File: src/rtl/sd_dat_reader.sv
// SD DAT-line block receiver: 1- or 4-lane deserialiser with per-lane CRC16 check,
// multi-block sequencing, start-bit timeout and abort.
module sd_dat_reader #(
  parameter int unsigned LANES         = 1,
  parameter int unsigned BLOCK_BYTES   = 512,
  parameter int unsigned TIMEOUT_EDGES = 1000000,
  parameter int unsigned AW            = $clog2(BLOCK_BYTES)
) (
  input  logic             clk,
  input  logic             rstn,
  input  logic             sdclk,
  input  logic [LANES-1:0] sddat,
  input  logic             start,
  input  logic [15:0]      nblocks,
  input  logic             abort,
  output logic             busy,
  output logic             blk_done,
  output logic             blk_crc_ok,
  output logic             done,
  output logic             err_crc,
  output logic             err_timeout,
  output logic             outen,
  output logic [AW-1:0]    outaddr,
  output logic [15:0]      outblk,
  output logic [7:0]       outbyte
);

  localparam int unsigned CW         = 32;
  localparam int unsigned EPB        = 8 / LANES;
  localparam int unsigned DATA_EDGES = BLOCK_BYTES * EPB;

  typedef enum logic [2:0] {S_IDLE, S_WAIT_START, S_DATA, S_CRC, S_STOP} state_e;

  state_e                 state_q, state_d;
  logic                   sdclk_l_q;
  logic [CW-1:0]          cnt_q, cnt_d;
  logic [15:0]            nblk_q, nblk_d;
  logic [7:0]             sr_q, sr_d;
  logic [LANES-1:0][15:0] crc_calc_q, crc_calc_d;
  logic [LANES-1:0][15:0] crc_rx_q, crc_rx_d;
  logic                   busy_q, busy_d, blk_done_q, blk_done_d, blk_crc_ok_q, blk_crc_ok_d;
  logic                   done_q, done_d, err_crc_q, err_crc_d, err_timeout_q, err_timeout_d;
  logic                   outen_q, outen_d;
  logic [AW-1:0]          outaddr_q, outaddr_d;
  logic [15:0]            outblk_q, outblk_d;
  logic [7:0]             outbyte_q, outbyte_d;
  logic                   edge_c, blk_ok_c;

  // CRC16-CCITT (0x1021) single-bit step
  function automatic logic [15:0] crc16_step(input logic [15:0] c, input logic b);
    logic fb;
    fb = c[15] ^ b;
    return {c[14:0], 1'b0} ^ (fb ? 16'h1021 : 16'h0000);
  endfunction

  assign edge_c   = sdclk & ~sdclk_l_q;
  assign blk_ok_c = (crc_rx_q == crc_calc_q) && (&sddat);

  always_ff @(posedge clk or negedge rstn) begin
    if (!rstn) begin
      state_q       <= S_IDLE;
      sdclk_l_q     <= 1'b0;
      cnt_q         <= '0;
      nblk_q        <= 16'd1;
      sr_q          <= '0;
      crc_calc_q    <= '0;
      crc_rx_q      <= '0;
      busy_q        <= 1'b0;
      blk_done_q    <= 1'b0;
      blk_crc_ok_q  <= 1'b0;
      done_q        <= 1'b0;
      err_crc_q     <= 1'b0;
      err_timeout_q <= 1'b0;
      outen_q       <= 1'b0;
      outaddr_q     <= '0;
      outblk_q      <= '0;
      outbyte_q     <= '0;
    end else begin
      state_q       <= state_d;
      sdclk_l_q     <= sdclk;
      cnt_q         <= cnt_d;
      nblk_q        <= nblk_d;
      sr_q          <= sr_d;
      crc_calc_q    <= crc_calc_d;
      crc_rx_q      <= crc_rx_d;
      busy_q        <= busy_d;
      blk_done_q    <= blk_done_d;
      blk_crc_ok_q  <= blk_crc_ok_d;
      done_q        <= done_d;
      err_crc_q     <= err_crc_d;
      err_timeout_q <= err_timeout_d;
      outen_q       <= outen_d;
      outaddr_q     <= outaddr_d;
      outblk_q      <= outblk_d;
      outbyte_q     <= outbyte_d;
    end
  end

  always_comb begin
    state_d       = state_q;
    cnt_d         = cnt_q;
    nblk_d        = nblk_q;
    sr_d          = sr_q;
    crc_calc_d    = crc_calc_q;
    crc_rx_d      = crc_rx_q;
    blk_done_d    = 1'b0;
    blk_crc_ok_d  = blk_crc_ok_q;
    done_d        = 1'b0;
    err_crc_d     = err_crc_q;
    err_timeout_d = err_timeout_q;
    outen_d       = 1'b0;
    outaddr_d     = '0;
    outblk_d      = outblk_q;
    outbyte_d     = outbyte_q;

    case (state_q)
      S_IDLE: begin
        if (start) begin
          nblk_d        = (nblocks == 16'd0) ? 16'd1 : nblocks;
          outblk_d      = '0;
          cnt_d         = '0;
          err_crc_d     = 1'b0;
          err_timeout_d = 1'b0;
          state_d       = S_WAIT_START;
        end
      end
      S_WAIT_START: begin
        if (edge_c) begin
          if (sddat == '0) begin
            cnt_d      = '0;
            crc_calc_d = '0;
            crc_rx_d   = '0;
            state_d    = S_DATA;
          end else begin
            cnt_d = cnt_q + CW'(1);
            if (cnt_d > CW'(TIMEOUT_EDGES)) begin
              err_timeout_d = 1'b1;
              done_d        = 1'b1;
              state_d       = S_IDLE;
            end
          end
        end
      end
      S_DATA: begin
        if (edge_c) begin
          sr_d = {sr_q[7-LANES:0], sddat};
          for (int unsigned l = 0; l < LANES; l++) begin
            crc_calc_d[l] = crc16_step(crc_calc_q[l], sddat[l]);
          end
          // last edge of a byte: publish it on the following cycle
          if ((cnt_q % CW'(EPB)) == CW'(EPB - 1)) begin
            outen_d   = 1'b1;
            outaddr_d = AW'(cnt_q / CW'(EPB));
            outbyte_d = sr_d;
          end
          if (cnt_q == CW'(DATA_EDGES - 1)) begin
            cnt_d   = '0;
            state_d = S_CRC;
          end else begin
            cnt_d = cnt_q + CW'(1);
          end
        end
      end
      S_CRC: begin
        if (edge_c) begin
          for (int unsigned l = 0; l < LANES; l++) begin
            crc_rx_d[l] = {crc_rx_q[l][14:0], sddat[l]};
          end
          if (cnt_q == CW'(15)) begin
            cnt_d   = '0;
            state_d = S_STOP;
          end else begin
            cnt_d = cnt_q + CW'(1);
          end
        end
      end
      S_STOP: begin
        if (edge_c) begin
          blk_done_d   = 1'b1;
          blk_crc_ok_d = blk_ok_c;
          if (!blk_ok_c) err_crc_d = 1'b1;
          if (16'(outblk_q + 16'd1) == nblk_q) begin
            done_d  = 1'b1;
            state_d = S_IDLE;
          end else begin
            outblk_d = 16'(outblk_q + 16'd1);
            cnt_d    = '0;
            state_d  = S_WAIT_START;
          end
        end
      end
      default: state_d = S_IDLE;
    endcase

    // abort overrides whatever the active state decided this cycle
    if (abort && (state_q != S_IDLE)) begin
      state_d       = S_IDLE;
      outen_d       = 1'b0;
      outaddr_d     = '0;
      outbyte_d     = outbyte_q;
      blk_done_d    = 1'b0;
      blk_crc_ok_d  = blk_crc_ok_q;
      done_d        = 1'b0;
      outblk_d      = outblk_q;
      err_crc_d     = err_crc_q;
      err_timeout_d = err_timeout_q;
    end

    busy_d = (state_d != S_IDLE);
  end

  assign busy        = busy_q;
  assign blk_done    = blk_done_q;
  assign blk_crc_ok  = blk_crc_ok_q;
  assign done        = done_q;
  assign err_crc     = err_crc_q;
  assign err_timeout = err_timeout_q;
  assign outen       = outen_q;
  assign outaddr     = outaddr_q;
  assign outblk      = outblk_q;
  assign outbyte     = outbyte_q;

endmodule

File: config.mk
export PLATFORM = sky130hd
export DESIGN_NAME = sd_dat_reader
export DESIGN_NICKNAME = d
export VERILOG_FILES = /design/src/rtl/sd_dat_reader.sv
export SDC_FILE = /design/constraint.sdc
export NUM_CORES = 1
export LEC_CHECK = 0
export BUFFER_PORTS_ARGS = -buffer_cell sky130_fd_sc_hd__clkbuf_2
export CELL_PAD_IN_SITES_DETAIL_PLACEMENT = 2
export CELL_PAD_IN_SITES_GLOBAL_PLACEMENT = 2
export CORE_ASPECT_RATIO = 0.8
export CORE_MARGIN = 4
export CORE_UTILIZATION = 30
export CTS_BUF_LIST = sky130_fd_sc_hd__clkbuf_4
export DETAILED_ROUTE_END_ITERATION = 8
export PLACE_DENSITY = 0.65
export SKIP_CTS_REPAIR_TIMING = 1
export SYNTH_ARGS = -nofsm -noshare
export SYNTH_HDL_FRONTEND = slang
export SYNTH_SLANG_ARGS = --single-unit
File: constraint.sdc
create_clock -name clk -period 6.7 [get_ports clk]
set_input_delay 1.34 -clock clk [delete_from_list [all_inputs] [get_ports clk]]
set_output_delay 1.34 -clock clk [all_outputs]
set_load 0.02 [all_outputs]
# [Yosys cells after proc, flatten, opt, wreduce, memory -nomap -nowiden]
# Index checks and enable logic that the tools add are counted.
[classes] n_mux=60 eq_ne=19 bitwise=5 n_reduce_logical=21 n_lt_le_gt_ge=1 n_addsub=2
[ops] op="$mux W32" count=9
[ops] op="$pmux W32 S5" count=1
[ops] op="$mux W16" count=8
[ops] op="$pmux W16 S2" count=3
[ops] op="$mux W9" count=4
[ops] op="$add A32 B1 Y32 const B" count=1
[ops] op="$eq A16 B16 Y1" count=2
[ops] op="$eq A32 B12 Y1 const B" count=1
[ops] op="$eq A32 B4 Y1 const B" count=1
[ops] op="$gt A32 B20 Y1 const B" count=1
[ops] op="$mux W3" count=10
[ops] op="$mux W1" count=20
[ops] op="$ne A2 B2 Y1 const B" count=10
[ops] op="$add A16 B1 Y16 const B" count=1
[ops] op="$logic_not A16 Y1" count=1
[ops] op="$xor A16 B13 Y16" count=1
[ops] op="$pmux W3 S5" count=1
[ops] op="$mux W13" count=1
[ops] op="$reduce_and A4 Y1" count=3
[ops] op="$reduce_and A5 Y1" count=2
[ops] op="$reduce_bool A2 Y1" count=4
[ops] op="$reduce_and A7 Y1" count=1
[ops] op="$eq A3 B2 Y1 const B" count=2
[ops] op="$eq A3 B3 Y1 const B" count=2
[ops] op="other kinds (12)" count=18
[totals] input_bits=22 reg_bits=131

# [Depth between registers and ports, before layout]
# Gate-level depths: netlist of run 1.
[logic_depth] word_depth=8 mapped_depth=12 ltp_nobuf=9

# [Least setup slack after synthesis of run 1]
# Ideal clock, no wire load.
[synth_timing] path_kind="register to register" from="register outblk_q[0] (netlist: outblk[0])" to="register cnt_q[7]" arrival_ns=3.050 synth_period_minus_slack_ns=3.161 stages_incl_launch_ff=12 setup_slack_ns=3.539 required_time_ns=6.590 setup_ns=0.110 n_path_buf=2 path_cell_list="dfrtp_1 ha_1 nand4_1 or3_1 a41o_1 a311o_1 or4_1 buf_2 a32oi_4 buf_6 o21ai_1 o41ai_1"
[synth_via] elab_chain_len=4
[synth_rtl] item="start, declared" line="45" rtl="logic [15:0] outblk_q, outblk_d;"
[synth_rtl] item="start signal, assigned" line="94" rtl="outblk_q <= outblk_d;"
[synth_rtl] item="$add A16 B1 Y16" line="182" rtl="if (16'(outblk_q + 16'd1) == nblk_q) begin"
[synth_rtl] item="$eq A16 B16 Y1" line="182"
[synth_rtl] item="$ne A2 B2 Y1 (no source line)"
[synth_rtl] item="$reduce_and A7 Y1 (no source line)"
[synth_rtl] item="end signal, assigned" line="81" rtl="cnt_q <= cnt_d;"
[synth_rtl] item="end, declared" line="36" rtl="logic [CW-1:0] cnt_q, cnt_d;"
# No other way between the ends.
# A chain may end at the register's enable or synchronous reset.

# [Worst setup path in the final report of run 1]
[layout_timing] from="register outblk_q[0] (netlist: outblk[0])" to="register cnt_q[20]"
# The elaborated chain is that of the path after synthesis.

==> results of run 1 <==
registers in the layout, indices dropped and copies added, names as in the netlist, 3 cells and up:
register    flops
cnt_q          32
outblk         16
state_q         3
nblk_q         16
outaddr         9
outbyte         8
crc_calc_q     16
crc_rx_q       16
sr_q            7
final cells by class:
| cell class | instances | area (um^2) | share of cell area [%] |
|---|---|---|---|
| multi-input combinational | 523 | 3500 | 44.8 |
| clock inverter | 14 | 136 | 1.74 |
| inverter | 13 | 48.8 | 0.623 |
| tap | 306 | 383 | 4.89 |
| clock buffer | 18 | 135 | 1.73 |
| sequential | 131 | 3280 | 41.9 |
| timing repair buffer | 65 | 342 | 4.36 |
routing by layer:
layer | wire length [um] | part of all wire, % | up-vias | global-route usage [%]
li1 | - | - | 2735 | -
met1 | 10300 | 48 | 3047 | 23.3
met2 | 10000 | 47 | 67 | 27.0
met3 | 796 | 3.7 | 12 | 4.11
met4 | 154 | 0.72 | 2 | 3.08
met5 | 7 | 0.033 | - | 0
logic make-up after synthesis:
logic type	count (synthesis)
muxes	32
xor gates and xnor gates	52
and+or+nand+nor	243
adders and majority gates	4
AOI/OAI and AO/OA	192
buffers and inverters	62
DFF	131
Yosys cell counts (8+ instances only):
cell type	n	share of area, %
nor4_1	17	1.5
buf_2	8	0.57
nand4_1	18	1.6
o21ai_0	29	2.1
a21oi_1	20	1.4
and2_1	13	1.2
nor2b_1	12	1.1
dfrtp_1	130	46
nor3_1	16	1.1
mux2_2	30	4.8
xnor2_1	38	4.7
a22o_1	32	4.0
inv_1	12	0.64
nand3_1	33	2.3
o21ai_1	36	2.6
clkbuf_1	34	1.8
xor2_1	14	1.7
and3_1	14	1.2
nor2_1	43	2.3
o31ai_1	28	3.0
nand2_1	41	2.2
per-stage QoR:
stage          instance area, um^2  util (%)
3_5_place_dp                  7560      33.1
3_3_place_gp                  7560      33.1
2_1_floorplan                 7050         -
6_report                      7830      34.3
4_1_cts                       7830      34.3
5_1_grt                       7830      34.3
worst max path at each step:
stage / cells past startpoint / to / startpoint / slack (ns)
2_1_floorplan: 11 / cnt_q[7] / outblk[0] / 3.54
3_3_place_gp: 9 / cnt_q[20] / outblk[0] / 2.65
3_5_place_dp: 9 / cnt_q[20] / outblk[0] / 2.52
4_1_cts: 9 / cnt_q[20] / outblk[0] / 2.47
5_1_grt: 9 / cnt_q[20] / outblk[0] / 2.24
6_report: 9 / cnt_q[20] / outblk[0] / 2.53
report_power, final:
group / switching, W / internal, W
registers: 0.0000871 / 0.000866
clock network: 0.000321 / 0.000223
logic: 0.000215 / 0.000158
==> flow_metrics.tcl, run 1 <==
set metrics [dict create \
    status "finished clean" \
    path_class "register to register" \
    hold-path-cell-count 1 \
    max_cap_viol_count 0 \
    finalSetupViolations 0 \
    synthXorXnorAreaFrac_pct 6.46 \
    ys_warn_count 0 \
    ir_drop_uv 127 \
    synth-async-reset-ratio_pct 100 \
    hold_ws_ns 0.516 \
    worst_slack_ns 2.53 \
    fin_skew_ns 0.0295 \
    drt-total-wl_um 21300 \
    synth_compound_area_share_pct 18.8 \
    synth.distinct_cells 65 \
    synth_cells 716 \
    hpwl_um 15100 \
    place_congestion 0.786 \
    io_buffers 61 \
    ios 62 \
    initialDrtViolationCount 225 \
    path_buf_inv 0 \
    timing.rr.end "cnt_q[20]" \
    min-delay-path-class "register to register" \
    dieHeight_um 145 \
    path_clk_slew_ns 0.13 \
    synthAdderAreaFrac_pct 0.674 \
    start_kind "register" \
    hold_end "outbyte[4]" \
    slowest_stage "a32oi_4" \
    antenna_found_initial 1 \
    routed_via_density 5.48 \
    period_share_pct 62.3 \
    grt_setup_unrepaired "no" \
    cts_tree "done" \
    cts_root_buffer "clkbuf_4" \
    grt_pass1_vias 6405 \
    rows 49 \
    drt_pre_antenna_iters 4 \
    timing.fmax_mhz 240 \
    numCtsBuffers 17 \
    synth_fp_nets 741 \
    synth_edf_count 0 \
    n_antenna_cell 0 \
    syn2layout_area_growth_pct 11.1 \
    ys_seq_area_share_pct 46.5 \
    hold_viol 0 \
    r2r_cells 9 \
    finalCriticalPeriod_ns 4.17 \
    grt_pass1_wl_um 35400 \
    critPathMaxFanout 32 \
    crit_arrival_ns 4.69 \
    pre_cts_ws_ns 2.52 \
    yosys_most_used_dff "dfrtp_1" \
    grt_usage_pct 16.8 \
    cts_sinks 131 \
    worst_pin_slew_ns 1.29 \
    cpPeakStageDelay_ns 1.02 \
    synth_top_family_by_area "compound AO/OA/AOI/OAI gates" \
    syn_avg_cell_area_um2 9.85 \
    dp.cells 1038 \
    start_util_pct 30.9 \
    vias 5863 \
    die_width_um 179 \
    synthSimpleGateAreaFrac_pct 18.6 \
    path_cells "ha_1 > nand4_1 > or3_1 > a41o_1 > a311o_1 > or4_1 > a32oi_4 > o21ai_0 > a21bo_2" \
    relSlewSlack_pct 13.5 \
    setup.worst_path.end_class "register" \
    most-common-layout-cells "dfrtp_1 (130), clkbuf_2 (60), nor2_1 (43)" \
    ant_nets 0 \
    critPathRequiredTime_ns 7.21 \
    synth.area.mux_share_pct 5.08 \
    cp_top_family "compound AO/OA/AOI/OAI gates" \
    wl_per_cell_um 20.0 \
    grt_max_degree 81 \
    nets 776 \
    route.detailed.drc 0 \
    layout.cells.non_filler 1070 \
    drive_gt1_share_pct 18.1 \
    die-area_um2 26000 \
    overflow 0 \
    hp-start "outbyte[4]" \
    layout_commonest_cell "dfrtp_1" \
    num-fill-cells 2522 \
    synth_seq_cells 131 \
    r2r_start "outblk[0]" \
    clockBufferDepth 2 \
    insertion_delay_ns 0.57 \
    synth_area_um2 7050 \
    maxSlewViolCount 0 \
    r2r_setup_slack_ns 2.53 \
    pwr_density_cell_nw_per_um2 239 \
    final.setup.tns_ns 0 \
    total_power_w 0.00187 \
    p_leak_nw 3.35 \
    h-tree-depth 4 \
    core_um2 22800 \
]
No activity file was read; power rests on OpenSTA's default activity.
==> run 2, diff against run 1 <==
- PLACE_DENSITY: 0.65 -> 0.67
- clock period: 6.7 -> 3.77 ns (I/O delays scaled with it)
==> run 2 against run 1 <==
Total power is 81% higher. Wire length is 5.2% higher. Critical path type unchanged. Hold slack worse by 0.31 ns.
==> flow_metrics.tcl, run 2 (same netlist as run 1, synthesis figures left out) <==
set metrics [dict create \
    p_leak_nw 3.47 \
    pwr_density_cell_nw_per_um2 421 \
    multiInputGateArea_um2 3500 \
    grt_pass1_wl_um 36800 \
    regMostFlops "cnt_q" \
    finalSetupViolations 0 \
    regArea_um2 3280 \
    start_util_pct 30.9 \
    grt_setup_unrepaired "no" \
    fin_skew_ns 0.0215 \
    grt_max_degree 74 \
    place_congestion 0.846 \
    layout.cells.non_filler 1090 \
    insertion_delay_ns 0.58 \
    p_sw_w 0.00114 \
    wl_per_cell_um 20.6 \
    drive_gt1_share_pct 20.1 \
    die_width_um 179 \
    drt-total-wl_um 22500 \
    crit_arrival_ns 4.01 \
    power_frac_clock_pct 28.6 \
    max_cap_viol_count 0 \
    dieHeight_um 145 \
    hpwl_um 16100 \
    maxSlewViolCount 0 \
    period_share_pct 94.1 \
    rows 49 \
    ios 62 \
    swShare_pct 33.9 \
    h-tree-depth 4 \
    final.setup.tns_ns 0 \
    finalCriticalPeriod_ns 3.55 \
    status "finished clean" \
    die-area_um2 26000 \
    total_power_w 0.00338 \
    largest_reg_flops 32 \
    cts_tree "done" \
    cts_root_buffer "clkbuf_4" \
    path_clk_slew_ns 0.12 \
    path_class "register to register" \
    hold_viol 0 \
    layout_commonest_cell "dfrtp_1" \
    critPathMaxFanout 26 \
    grt_usage_pct 17.7 \
    grt_pass1_vias 6448 \
    cpPeakStageDelay_ns 0.60 \
    critPathRequiredTime_ns 4.24 \
    ir_drop_uv 190 \
    num-fill-cells 2554 \
    route.detailed.drc 0 \
    cts_sinks 131 \
    dp.cells 1058 \
    core_um2 22800 \
    routed_via_density 5.49 \
    io_buffers 61 \
    antenna_found_initial 1 \
    seqPwrFrac_pct 50.2 \
    most-common-layout-cells "dfrtp_1 (130), clkbuf_2 (60), nor2_1 (43)" \
    overflow 0 \
    worst_pin_slew_ns 1.20 \
    syn2layout_area_growth_pct 13.7 \
    clockBufferDepth 2 \
    relSlewSlack_pct 19.7 \
    power_frac_comb_pct 21.2 \
    ant_nets 0 \
    setup.worst_path.end_class "register" \
    timing.fmax_mhz 282 \
    intPower_w 0.00223 \
    drt_pre_antenna_iters 4 \
    initialDrtViolationCount 317 \
    nets 796 \
    min-delay-path-class "input pin to async pin" \
    vias 5982 \
    path_cells "ha_1 > nand4_1 > or3_1 > a41o_1 > a311o_1 > or4_1 > a32oi_4 > buf_12 > o21ai_1 > o41ai_1" \
    slowest_stage "or4_1" \
    start_kind "register" \
    numCtsBuffers 17 \
]
==> run 2: cell types whose count changed in the layout (fill, tap and decap cells not counted) <==
cell,before,now
buf_12,0,3
buf_4,4,21
clkbuf_4,18,17
clkinv_4,0,2
clkinvlp_4,3,2
diode_2,0,1
inv_6,3,2
==> run 2: worst max-delay path: cells and delay by family (launching register included) <==
family	cells	cell delay, ns
adder cells (fa/ha/maj)	1	0.34
flip-flops	1	0.50
AO/OA/AOI/OAI	5	1.12
buffers and inverters	1	0.24
AND/OR/NAND/NOR	3	1.23
==> run 2: layer usage <==
metal / up-vias / GRT usage, % / wire length [um]
li1: 2775 / - / -
met1: 3102 / 25.7 / 11200
met2: 91 / 26.8 / 10200
met3: 14 / 3.93 / 850
met4: 0 / 4.45 / 235
met5: - / 0 / 0
==> run 2: power groups by stage <==
stage	Clock [W]	Sequential [W]	Combinational (W)
6_report	0.000967	0.00169	0.000716
5_1_grt	0.00107	0.00171	0.000796
4_1_cts	0.00101	0.00169	0.000729
3_5_place_dp	0	0.00172	0.000727
3_3_place_gp	0	0.00171	0.000690
2_1_floorplan	0	0.00166	0.000512
==> run 2: worst paths after layout <==
path,startpoint,endpoint,slack [ns],cells after the start
max,outblk[0],cnt_q[13],0.22,10
min,rstn,outen,0.21,1
max reg2reg,outblk[0],cnt_q[13],0.22,10
min reg2reg,outbyte[5],outbyte[5],0.52,1
max in group asynchronous,rstn,crc_rx_q[7],2.76,2
min in group clk,sdclk,sdclk_l_q,0.31,1
==> run 2: stage by stage <==
| step | hold WS (ns) | utilization (%) | worst slack, ns | cell area, um^2 |
|---|---|---|---|---|
| after global routing | 0.212 | 35.1 | 0.00691 | 8010 |
| after floorplan | 0.458 | - | 0.609 | 7050 |
| final | 0.210 | 35.1 | 0.222 | 8010 |
| after global placement | 0.489 | 34.0 | 0.431 | 7740 |
| after CTS | 0.202 | 35.1 | 0.179 | 8010 |
| after detailed placement | 0.498 | 34.0 | 0.214 | 7740 |
==> run 2: cell type report <==
| cell class | instances | area share (%) |
|---|---|---|
| tap | 306 | 4.78 |
| clock buffer | 17 | 1.59 |
| multi-input combinational | 523 | 43.7 |
| antenna | 1 | 0.0312 |
| inverter | 13 | 0.609 |
| sequential | 131 | 40.9 |
| clock inverter | 14 | 1.72 |
| timing repair buffer | 85 | 6.61 |
